`config.mk`:
```
export PLATFORM = sky130hd
export DESIGN_NAME = sd_access_arbiter_flat
export DESIGN_NICKNAME = d
export VERILOG_FILES = /design/src/rtl/sd_pkg.sv /design/src/rtl/sd_access_arbiter_if.sv /design/src/rtl/rr_arbiter.sv /design/src/rtl/sd_access_arbiter.sv /design/src/flat_wrapper.sv
export SDC_FILE = /design/constraint.sdc
export NUM_CORES = 1
export LEC_CHECK = 0
export ABC_AREA = 1
export CORE_MARGIN = 5
export CORE_UTILIZATION = 65
export DETAILED_ROUTE_END_ITERATION = 8
export DONT_BUFFER_PORTS = 1
export GPL_ROUTABILITY_DRIVEN = 0
export HOLD_SLACK_MARGIN = 0.12
export PLACE_DENSITY = 0.81
export SLEW_MARGIN = 0
export SYNTH_ARGS = -nofsm -noshare
export SYNTH_HDL_FRONTEND = slang
export SYNTH_SLANG_ARGS = --single-unit
```
`constraint.sdc`:
```
create_clock -name clk -period 3.99 [get_ports clk]
set_input_delay 0.798 -clock clk [delete_from_list [all_inputs] [get_ports clk]]
set_output_delay 0.798 -clock clk [all_outputs]
set_load 0.05 [all_outputs]
```
`src/rtl/sd_pkg.sv`:
```
// Shared types and constants for the SD access arbiter: FSM state encoding,
// sector/bus sizes and a helper for index widths.
package sd_pkg;

   localparam int SECTOR_BYTES = 512;
   localparam int SD_ADDR_W    = 32;
   localparam int SD_DATA_W    = 16;

   typedef enum logic [2:0] {
      WAIT_INIT,
      IDLE,
      START,
      WAIT_BUSY,
      WAIT_DONE,
      DONE
   } state_t;

   // Width of an index able to address n requesters (at least one bit).
   function automatic int idx_w(input int n);
      return (n > 1) ? $clog2(n) : 1;
   endfunction

endpackage

```
`src/rtl/sd_access_arbiter_if.sv`:
```
// Bundle of the single SD controller's sector read/write interface.
// master = arbiter side, slave = controller side.
interface sd_access_arbiter_if;
   import sd_pkg::*;

   logic                 write_start;
   logic [SD_ADDR_W-1:0] write_addr;
   logic [SD_DATA_W-1:0] write_data;
   logic                 write_busy;
   logic                 write_request;
   logic                 read_start;
   logic [SD_ADDR_W-1:0] read_addr;
   logic                 read_busy;
   logic                 read_enable;
   logic [SD_DATA_W-1:0] read_data;

   modport master (
      output write_start, write_addr, write_data, read_start, read_addr,
      input  write_busy, write_request, read_busy, read_enable, read_data
   );

   modport slave (
      input  write_start, write_addr, write_data, read_start, read_addr,
      output write_busy, write_request, read_busy, read_enable, read_data
   );

endinterface

```
`src/rtl/rr_arbiter.sv`:
```
// Combinational round-robin picker: first requester at or after ptr wins,
// returned both as a one-hot vector and as an index.
module rr_arbiter
   import sd_pkg::*;
#(
   parameter int NREQ = 2,
   parameter int IW   = idx_w(NREQ)
) (
   input  logic [NREQ-1:0] req,
   input  logic [IW-1:0]   ptr,
   output logic [NREQ-1:0] gnt,
   output logic [IW-1:0]   idx,
   output logic            any
);

   int          pos;
   logic [IW-1:0] sel;

   always_comb begin
      gnt = '0;
      idx = '0;
      any = 1'b0;
      pos = 0;
      sel = '0;
      for (int k = 0; k < NREQ; k++) begin
         pos = int'(ptr) + k;
         if (pos >= NREQ) pos = pos - NREQ;
         sel = pos[IW-1:0];
         if (!any && req[sel]) begin
            any      = 1'b1;
            gnt[sel] = 1'b1;
            idx      = sel;
         end
      end
   end

endmodule

```
`src/rtl/sd_access_arbiter.sv`:
```
// Round-robin arbiter sharing one SD controller between NREQ requesters,
// one sector transaction at a time, with init gating and a completion timeout.
module sd_access_arbiter
   import sd_pkg::*;
#(
   parameter int NREQ        = 2,
   parameter int TIMEOUT_CYC = 2000000,
   parameter int TW          = 21
) (
   input  logic                      clk,
   input  logic                      reset,
   input  logic                      init_done,
   input  logic [NREQ-1:0]           req,
   input  logic [NREQ-1:0]           req_we,
   input  logic [SD_ADDR_W*NREQ-1:0] req_addr,
   input  logic [SD_DATA_W*NREQ-1:0] req_wdata,
   output logic [NREQ-1:0]           gnt,
   output logic [NREQ-1:0]           done,
   output logic [NREQ-1:0]           err,
   output logic [NREQ-1:0]           wdata_req,
   output logic [NREQ-1:0]           rdata_valid,
   output logic [SD_DATA_W-1:0]      rdata,
   sd_access_arbiter_if.master       sd,
   output state_t                    fsm_state
);

   localparam int IW = idx_w(NREQ);

   state_t               state, state_next;
   logic [NREQ-1:0]      gnt_q, done_q, err_q;
   logic [IW-1:0]        owner, rr;
   logic                 we_q;
   logic [SD_ADDR_W-1:0] write_addr_q, read_addr_q, sel_addr;
   logic [SD_DATA_W-1:0] wdata_mux;
   logic [TW-1:0]        cnt;

   logic [NREQ-1:0]      arb_gnt;
   logic [IW-1:0]        arb_idx;
   logic                 arb_any;

   logic                 grant_set, finish, finish_err, busy_sel, timeout_hit;

   rr_arbiter #(.NREQ(NREQ), .IW(IW)) u_rr (
      .req (req),
      .ptr (rr),
      .gnt (arb_gnt),
      .idx (arb_idx),
      .any (arb_any)
   );

   assign busy_sel    = we_q ? sd.write_busy : sd.read_busy;
   // Counter is cleared in START, so the abort lands TIMEOUT_CYC cycles after the start pulse.
   assign timeout_hit = (cnt == TW'(TIMEOUT_CYC - 2));

   always_ff @(posedge clk or negedge reset) begin
      if (!reset) state <= WAIT_INIT;
      else        state <= state_next;
   end

   always_comb begin
      state_next = state;
      grant_set  = 1'b0;
      finish     = 1'b0;
      finish_err = 1'b0;
      if (!init_done) begin
         state_next = WAIT_INIT;
         if (state == START || state == WAIT_BUSY || state == WAIT_DONE) begin
            finish     = 1'b1;
            finish_err = 1'b1;
         end
      end else begin
         case (state)
            WAIT_INIT: state_next = IDLE;
            IDLE: begin
               if (arb_any) begin
                  state_next = START;
                  grant_set  = 1'b1;
               end
            end
            START: state_next = WAIT_BUSY;
            WAIT_BUSY: begin
               if (busy_sel) begin
                  state_next = WAIT_DONE;
               end else if (timeout_hit) begin
                  state_next = DONE;
                  finish     = 1'b1;
                  finish_err = 1'b1;
               end
            end
            WAIT_DONE: begin
               if (!busy_sel) begin
                  state_next = DONE;
                  finish     = 1'b1;
               end else if (timeout_hit) begin
                  state_next = DONE;
                  finish     = 1'b1;
                  finish_err = 1'b1;
               end
            end
            // Never hand the controller a new start while it still reports busy.
            DONE: begin
               if (!sd.write_busy && !sd.read_busy) state_next = IDLE;
            end
            default: state_next = WAIT_INIT;
         endcase
      end
   end

   always_comb begin
      sel_addr = '0;
      for (int i = 0; i < NREQ; i++) begin
         if (arb_idx == IW'(i)) sel_addr = req_addr[i*SD_ADDR_W +: SD_ADDR_W];
      end
   end

   always_comb begin
      wdata_mux = '0;
      for (int i = 0; i < NREQ; i++) begin
         if (gnt_q[i]) wdata_mux = req_wdata[i*SD_DATA_W +: SD_DATA_W];
      end
   end

   always_ff @(posedge clk or negedge reset) begin
      if (!reset) begin
         gnt_q        <= '0;
         done_q       <= '0;
         err_q        <= '0;
         owner        <= '0;
         rr           <= '0;
         we_q         <= 1'b0;
         write_addr_q <= '0;
         read_addr_q  <= '0;
         cnt          <= '0;
      end else begin
         if (grant_set) begin
            gnt_q <= arb_gnt;
            owner <= arb_idx;
            we_q  <= req_we[arb_idx];
            if (req_we[arb_idx]) write_addr_q <= sel_addr;
            else                 read_addr_q  <= sel_addr;
         end
         if (finish) begin
            gnt_q  <= '0;
            done_q <= gnt_q;
            err_q  <= finish_err ? gnt_q : '0;
            rr     <= (owner == IW'(NREQ - 1)) ? '0 : owner + 1'b1;
         end else begin
            done_q <= '0;
            err_q  <= '0;
         end
         if (state == START)
            cnt <= '0;
         else if (state == WAIT_BUSY || state == WAIT_DONE)
            cnt <= cnt + 1'b1;
      end
   end

   assign gnt            = gnt_q;
   assign done           = done_q;
   assign err            = err_q;
   assign wdata_req      = gnt_q & {NREQ{sd.write_request}};
   assign rdata_valid    = gnt_q & {NREQ{sd.read_enable}};
   assign rdata          = sd.read_data;
   assign sd.write_start = (state == START) && we_q;
   assign sd.read_start  = (state == START) && !we_q;
   assign sd.write_addr  = write_addr_q;
   assign sd.read_addr   = read_addr_q;
   assign sd.write_data  = wdata_mux;
   assign fsm_state      = state;

endmodule
```
`src/flat_wrapper.sv`:
```
// flat-port wrapper written by rule: the top's interface ports become plain ports
module sd_access_arbiter_flat import sd_pkg::*;
#(
   parameter int NREQ        = 2,
   parameter int TIMEOUT_CYC = 2000000,
   parameter int TW          = 21
)
  (clk, reset, init_done, req, req_we, req_addr, req_wdata, gnt, done, err, wdata_req, rdata_valid, rdata, fsm_state, sd_write_start, sd_write_addr, sd_write_data, sd_read_start, sd_read_addr, sd_write_busy, sd_write_request, sd_read_busy, sd_read_enable, sd_read_data);
  sd_access_arbiter_if sd_i ();
  input  logic clk;
  input  logic reset;
  input  logic init_done;
  input  logic [NREQ-1:0] req;
  input  logic [NREQ-1:0] req_we;
  input  logic [SD_ADDR_W*NREQ-1:0] req_addr;
  input  logic [SD_DATA_W*NREQ-1:0] req_wdata;
  output logic [NREQ-1:0] gnt;
  output logic [NREQ-1:0] done;
  output logic [NREQ-1:0] err;
  output logic [NREQ-1:0] wdata_req;
  output logic [NREQ-1:0] rdata_valid;
  output logic [SD_DATA_W-1:0] rdata;
  output state_t fsm_state;
  output wire logic [$bits(sd_i.write_start)-1:0] sd_write_start;
  output wire logic [$bits(sd_i.write_addr)-1:0] sd_write_addr;
  output wire logic [$bits(sd_i.write_data)-1:0] sd_write_data;
  output wire logic [$bits(sd_i.read_start)-1:0] sd_read_start;
  output wire logic [$bits(sd_i.read_addr)-1:0] sd_read_addr;
  input wire logic [$bits(sd_i.write_busy)-1:0] sd_write_busy;
  input wire logic [$bits(sd_i.write_request)-1:0] sd_write_request;
  input wire logic [$bits(sd_i.read_busy)-1:0] sd_read_busy;
  input wire logic [$bits(sd_i.read_enable)-1:0] sd_read_enable;
  input wire logic [$bits(sd_i.read_data)-1:0] sd_read_data;
  assign sd_write_start = sd_i.write_start;
  assign sd_write_addr = sd_i.write_addr;
  assign sd_write_data = sd_i.write_data;
  assign sd_read_start = sd_i.read_start;
  assign sd_read_addr = sd_i.read_addr;
  assign sd_i.write_busy = sd_write_busy;
  assign sd_i.write_request = sd_write_request;
  assign sd_i.read_busy = sd_read_busy;
  assign sd_i.read_enable = sd_read_enable;
  assign sd_i.read_data = sd_read_data;
  sd_access_arbiter #(.NREQ(NREQ), .TIMEOUT_CYC(TIMEOUT_CYC), .TW(TW)) u_core (.clk(clk), .reset(reset), .init_done(init_done), .req(req), .req_we(req_we), .req_addr(req_addr), .req_wdata(req_wdata), .gnt(gnt), .done(done), .err(err), .wdata_req(wdata_req), .rdata_valid(rdata_valid), .rdata(rdata), .sd(sd_i), .fsm_state(fsm_state));
endmodule
```
==> summary.txt, run 1 <==
Run status
  – Outcome: completed

Floorplan
  – Top-Level Pins: about 230
  – Core box area: 7290 um^2
  – Die ar.: approximately 9400 um^2
  – Chip Height: 96.7 um
  – Cell Rows: 31
  – Width of the die: 96.7 um
  – Initial Util: between 60% and 70%

Layout
  – Area Growth Syn to Fin: 3.99%
  – Number of diodes: 0
  – Layout cell share with drive strength beyond 1: under 10%
  – Final #Nets: around 730

Route
  – Drc violations: 0
  – Pre-Repair DR Iteration Count: 5
  – Iteration-0 DRC Markers: 236
  – WL per Instance: 17.5 um
  – DRT antenna net count: 0
  – Vias per inst: 5.95
  – Drt total wl: between 10,000 and 15,000 um
  – Vias: ~4,200

Critical path
  – Crit path required time: approximately 3.2 ns
  – Worst Setup EP: sd_write_start
  – CP Depth: 6
  – R2R depth: 9
  – Slowest-stage cell, CP: dfrtp_1
  – CP cell instances: inv_1 -> nand2_1 -> nor2_1 -> clkinv_1 -> nor2_1 -> buf_4
  – CP Max Fanout: 18
  – CP startpoint: u_core.fsm_state[2]$_DFFE_PN0P_
  – Reg2reg start: u_core.rr$_DFFE_PN0N_
  – Critical path class: reg2out
  – CP bufs+invs: 3
  – Top cell by count, worst path: nor2_1
  – Critical path endpoint category: output port
  – CP arrival: ~2.5 ns
  – Critical path's top delay family: buffers and inverters
  – Startpoint types: register
  – Crit-path max cell delay: 0.60 ns
  – RR Endpoint: u_core.sd.read_addr[3]$_DFFE_PN0P_
  – R2r setup slk: 1.44 ns

STA
  – Setup violators final: 0
  – Final Skew: 0.00871 ns
  – Final worst path period share: 83.4%
  – Final min period: 3.33 ns
  – Final hold violations: 0
  – Slew HR: 36.3%
  – Hold_ws: 0.253 ns
  – Pins Over Slew Limit: 0
  – Setup TNS: 0 ns
  – Worst slew pin tran: between 0.9 and 1 ns
  – RSZ-0062 raised after global routing: no
  – Maximum clock frequency: 0.301 GHz

Clocking
  – Post CTS Setup Buffer Count: 0
  – PostCTS Resize Cnt: 0
  – CTS sink count: 97
  – Hold Buf Count CTS: 2
  – CTS tree: built
  – CTS Root Buffer Type: clkbuf_8
  – H-tree levels: 3
  – Bufs on Longest Clock Path: 2
  – Cts bufs inserted: 9
  – Clock-pin slew of the registers on the worst-case setup and hold paths: roughly 0.090 ns
  – Worst skew pair latency: 0.35 ns

Global routing
  – Pin count of the biggest net entering global routing: 65
  – First-pass GRT wire length: 20,200 um
  – Vias in the first global route: 3,928
  – Grt total ovfl: 0
  – Initial antenna violation count: 0
  – Total track usage: 26.3%

Yosys
  – Seq/Total Area, Yosys: 49.7%
  – Seq cells post-synth: 97
  – Syn nets: 752
  – Yosys warns: 0
  – Cells after Synth: 627
  – Synth Cell Area: 4890 um^2
  – Synth cell types: 27
  – Avg Inst Size Synth: roughly 8 um^2

Pwr
  – PwrDens: 870 nW/um^2
  – Static leakage: between 2 and 2.5 nW
  – Maximum VDD drop: 517 uV

Hold path
  – HP Class: in2async

Flow run
  – Max_cap viols: 0

Placed design
  – Placed wire-length estimate: 9070 um
  – I/O Buffers: 0
## worst min-delay path by stage
stage / start / to / slack [ns] / cells past startpoint
3_3_place_gp: reset / u_core.cnt[4]$_DFFE_PN0P_ / 0.51 / 0
5_1_grt: reset / u_core.cnt[15]$_DFFE_PN0P_ / 0.24 / 1
4_1_cts: reset / u_core.err[0]$_DFF_PN0_ / 0.12 / 0
2_1_floorplan: u_core.cnt[9]$_DFFE_PN0P_ / u_core.cnt[9]$_DFFE_PN0P_ / 0.48 / 1
6_report: reset / u_core.cnt[18]$_DFFE_PN0P_ / 0.25 / 1
3_5_place_dp: reset / u_core.cnt[2]$_DFFE_PN0P_ / 0.51 / 0
## cell type report
type	count	area, um^2
Fill cell	619	2210
Clock buffer	12	165
Timing Repair Buffer	9	103
Clock inverter	4	58.8
Multi-Input combinational cell	437	2010
Sequential cell	97	2430
Tap cell	99	124
Inverter	52	198
## cell usage in the layout, fill, tap and decap left out, drive strengths merged
| cell | n |
|---|---|
| a31oi | 65 |
| a21oi | 16 |
| and3 | 2 |
| o31ai | 1 |
| clkinv | 4 |
| nor4 | 2 |
| ha | 2 |
| inv | 51 |
| dlygate4sd3 | 1 |
| bufinv | 1 |
| o21a | 1 |
| nand3 | 32 |
| o21bai | 1 |
| dfrtp | 97 |
| nand4 | 12 |
| buf | 8 |
| clkbuf | 12 |
| nor2 | 99 |
| o21ai | 22 |
| nor3 | 14 |
| nand2 | 168 |
## registers in the layout, summed over array words and instances (netlist names), 2 cells and up
register	count
u_core.done	2
u_core.sd.read_addr	32
u_core.cnt	21
u_core.gnt	2
u_core.fsm_state	3
u_core.sd.write_addr	32
u_core.err	2
## per-stage QoR
stage	cells	setup slack (ns)	total power, W	utilization [%]	cell area (um^2)
6_report	710	0.664	0.00442	69.7	5080
4_1_cts	709	0.650	0.00444	69.4	5060
3_5_place_dp	691	1.06	0.00374	65.8	4800
5_1_grt	710	0.450	0.00464	69.7	5080
3_3_place_gp	691	1.13	0.00368	65.8	4800
2_1_floorplan	627	1.04	0.00353	-	4890
## power by group
| part | switching [W] | total (W) | internal, W |
|---|---|---|---|
| Sequential | 0.00152 | 0.00285 | 0.00132 |
| Combinational | 0.000587 | 0.000878 | 0.000291 |
| Clock | 0.000345 | 0.000693 | 0.000348 |
| Total | 0.00246 | 0.00442 | 0.00196 |
## metal layers
metal | up-vias | wire length (um) | GRT usage, %
met1 | 1965 | 4560 | 30.2
met2 | 206 | 6230 | 44.9
li1 | 2016 | - | -
met5 | - | 0 | 0
met4 | 0 | 311 | 10.7
met3 | 39 | 1300 | 8.99
## synth_stat cells
cell type,n,area (um^2)
o21bai_1,1,7.51
inv_4,1,6.26
buf_6,3,33.8
nor3_1,14,70.1
o31ai_1,1,7.51
inv_1,46,173
buf_4,19,143
nor2_1,98,368
nand2_1,164,616
buf_2,6,30.0
clkinv_1,2,7.51
inv_2,3,11.3
o21a_1,1,7.51
and3_1,2,12.5
o21ai_0,21,105
nor2_4,1,11.3
nand2_2,4,25.0
nor4_1,2,12.5
clkbuf_1,12,45.0
buf_1,1,3.75
a31oi_1,65,407
nand3_1,32,160
o21ai_4,1,16.3
ha_1,2,25.0
a21oi_1,16,80.1
nand4_1,12,75.1
dfrtp_1,97,2430
## cell families after synthesis
logic type      share of synthesized area, %
compound gates                          12.9
fa+ha+maj                              0.512
buf+inv                                 9.27
flops                                   49.7
simple gates                            27.6
Power figures use the tool's default switching activity.
==> run 2: changes to the inputs <==
--- a/config.mk
+++ b/config.mk
@@ -7,12 +7,12 @@
 export LEC_CHECK = 0
 export ABC_AREA = 1
 export CORE_MARGIN = 5
-export CORE_UTILIZATION = 65
+export CORE_UTILIZATION = 63
 export DETAILED_ROUTE_END_ITERATION = 8
 export DONT_BUFFER_PORTS = 1
 export GPL_ROUTABILITY_DRIVEN = 0
 export HOLD_SLACK_MARGIN = 0.12
-export PLACE_DENSITY = 0.81
+export PLACE_DENSITY = 0.79
 export SLEW_MARGIN = 0
 export SYNTH_ARGS = -nofsm -noshare
 export SYNTH_HDL_FRONTEND = slang
==> constraint.sdc (replaced) <==
create_clock -name clk -period 3.4 [get_ports clk]
set_input_delay 0.68 -clock clk [delete_from_list [all_inputs] [get_ports clk]]
set_output_delay 0.68 -clock clk [all_outputs]
set_load 0.05 [all_outputs]
==> run 2 against run 1 <==
Compared with the run above: die area is 2.8% higher; worst hold slack lost 0.0060 ns; sequential share of layout area up 0.67 points; critical endpoint is now sd_read_start.
==> summary.txt, run 2 (synthesized netlist as in run 1, its figures left out) <==
Critical path
  – CP startpoint: u_core.fsm_state[2]$_DFFE_PN0P_
  – Critical path class: reg2out
  – Reg2reg start: u_core.fsm_state[2]$_DFFE_PN0P_
  – CP arrival: 2.04 ns (-0.49 ns)
  – R2R depth: 7 (-2)
  – R2r setup slk: 1.10 ns (-0.34 ns)
  – RR Endpoint: u_core.cnt[11]$_DFFE_PN0P_
  – Startpoint types: register
  – Critical path endpoint category: output port
  – Crit path required time: 2.72 ns (-0.47 ns)
  – CP Max Fanout: 5 (-13)
  – Worst Setup EP: sd_read_start

Clocking
  – PostCTS Resize Cnt: 0 (unchanged)
  – CTS Root Buffer Type: clkbuf_8
  – Hold Buf Count CTS: 1 (-1)
  – H-tree levels: 3 (unchanged)
  – Cts bufs inserted: 9 (unchanged)
  – Bufs on Longest Clock Path: 2 (unchanged)
  – CTS tree: built
  – Post CTS Setup Buffer Count: 0 (unchanged)
  – Clock-pin slew of the registers on the worst-case setup and hold paths: 0.10 ns (about the same)
  – Worst skew pair latency: 0.35 ns (about the same)
  – CTS sink count: 97 (unchanged)

Layout
  – Filler cells: 653 (+5.5%)
  – Final #Nets: 730 (-0.14%)
  – Commonest non-fill, non-tap cells in the layout: nand2_1, nor2_1, dfrtp_1
  – Leading cell type in the layout, fill and taps excluded: nand2_1
  – Area Growth Syn to Fin: 2.56%
  – Post-route cell area: 5010 um^2 (-1.4%)
  – Number of diodes: 0 (unchanged)
  – Layout cell share with drive strength beyond 1: 5.25% (-0.32 points)

Floorplan
  – Chip Height: 98.1 um (+1.4%)
  – Cell Rows: 32 (+3.2%)
  – Width of the die: 98.1 um (+1.4%)
  – Core box area: 7650 um^2 (+4.9%)
  – Top-Level Pins: 234 (unchanged)
  – Initial Util: 63.9% (-3.1 points)
  – Die ar.: 9620 um^2 (+2.8%)

Global routing
  – Grt total ovfl: 0 (unchanged)
  – First-pass GRT wire length: 20,700 um (+2.4%)
  – Pin count of the biggest net entering global routing: 98 (+51%)
  – Initial antenna violation count: 0 (unchanged)
  – Vias in the first global route: 4,143 (+5.5%)
  – Total track usage: 26.3% (about the same)

Route
  – Pre-Repair DR Iteration Count: 5 (unchanged)
  – DRT antenna net count: 0 (unchanged)
  – Vias: 4,215 (-0.26%)
  – Drt total wl: 12,600 um (+1.6%)
  – Drc violations: 0 (unchanged)
  – Iteration-0 DRC Markers: 243 (+3.0%)
  – WL per Instance: 17.7 um (+1.3%)
  – Vias per inst: 5.92 (-0.54%)

STA
  – Worst slew pin tran: 0.606 ns (-0.347 ns)
  – Final hold violations: 0 (unchanged)
  – Setup TNS: 0 ns (unchanged)
  – Final min period: 2.72 ns
  – RSZ-0062 raised after global routing: no
  – Maximum clock frequency: 0.368 GHz
  – Hold_ws: 0.247 ns (-0.00605 ns)
  – Final setup margin: 0.681 ns (+0.0164 ns)
  – Final Skew: 0.0142 ns (+0.00551 ns)
  – Setup violators final: 0 (unchanged)
  – Slew HR: 59.6% (+23 points)
  – Final worst path period share: 80.0%
  – Pins Over Slew Limit: 0 (unchanged)

Flow run
  – Max_cap viols: 0 (unchanged)

Run status
  – Outcome: completed

Pwr
  – Maximum VDD drop: 705 uV (+36%)
  – PwrDens: 1010 nW/um^2 (+16%)
  – Static leakage: 2.28 nW (-1.9%)

Placed design
  – Post-place setup slack: 0.988 ns (-0.0695 ns)
  – Area post-placement: 4810 um^2 (+0.23%)
  – Placed wire-length estimate: 9370 um (+3.4%)
  – I/O Buffers: 0 (unchanged)

Hold path
  – HP Class: in2async
[run 2: cell types whose count changed in the layout (fill, tap and decap cells not counted), sizes merged]
cell / previous run / this run
clkinvlp: 0 / 2
bufinv: 1 / 0
clkbuf: 12 / 11
dlygate4sd3: 1 / 0
[run 2: worst min-delay path by stage]
| stage | from | endpoint | cells after the start |
|---|---|---|---|
| 2_1_floorplan | reset | u_core.cnt[0]$_DFFE_PN0P_ | 0 |
| 3_3_place_gp | reset | u_core.cnt[4]$_DFFE_PN0P_ | 0 |
| 3_5_place_dp | reset | u_core.cnt[5]$_DFFE_PN0P_ | 0 |
| 4_1_cts | reset | u_core.done[1]$_DFF_PN0_ | 1 |
| 5_1_grt | reset | u_core.gnt[1]$_DFFE_PN0P_ | 1 |
| 6_report | reset | u_core.sd.write_addr[2]$_DFFE_PN0P_ | 1 |
[run 2: cell type report]
type	instances	area, um^2	share of cell area (%)
Clock inverter	5	41.3	0.824
Inverter	52	198	3.95
Timing Repair Buffer	8	80.1	1.60
Clock buffer	11	131	2.62
Multi-Input combinational cell	437	2010	40.0
Tap cell	102	128	2.55
Sequential cell	97	2430	48.4
[run 2: routing by layer]
layer	part of all wire, %	wire length [um]	track usage (%)
met2	48	6000	41.8
met1	39	4920	33.5
met5	0	0	0
met4	1.6	205	6.82
met3	12	1480	10.9
[run 2: worst max-delay path, cell delays in order (launching register included)]
cell and delay, ns:
dfrtp_1 0.59, inv_1 0.18, nand2_1 0.09, nor2_1 0.31
clkinv_1 0.18, nor2_1 0.12, buf_4 0.21
[run 2: where the power goes]
group | internal (W) | leakage (nW) | switching (W)
registers | 0.00155 | 1.17 | 0.00182
logic | 0.000341 | 1.02 | 0.000686
clock network | 0.000272 | 0.0801 | 0.000397
[run 2: through the flow]
stage / total power [W] / util [%] / instances
2_1_floorplan: 0.00415 / - / 627
3_3_place_gp: 0.00434 / 62.9 / 695
3_5_place_dp: 0.00441 / 62.9 / 695
4_1_cts: 0.00509 / 65.5 / 712
5_1_grt: 0.00535 / 65.5 / 712
6_report: 0.00507 / 65.5 / 712
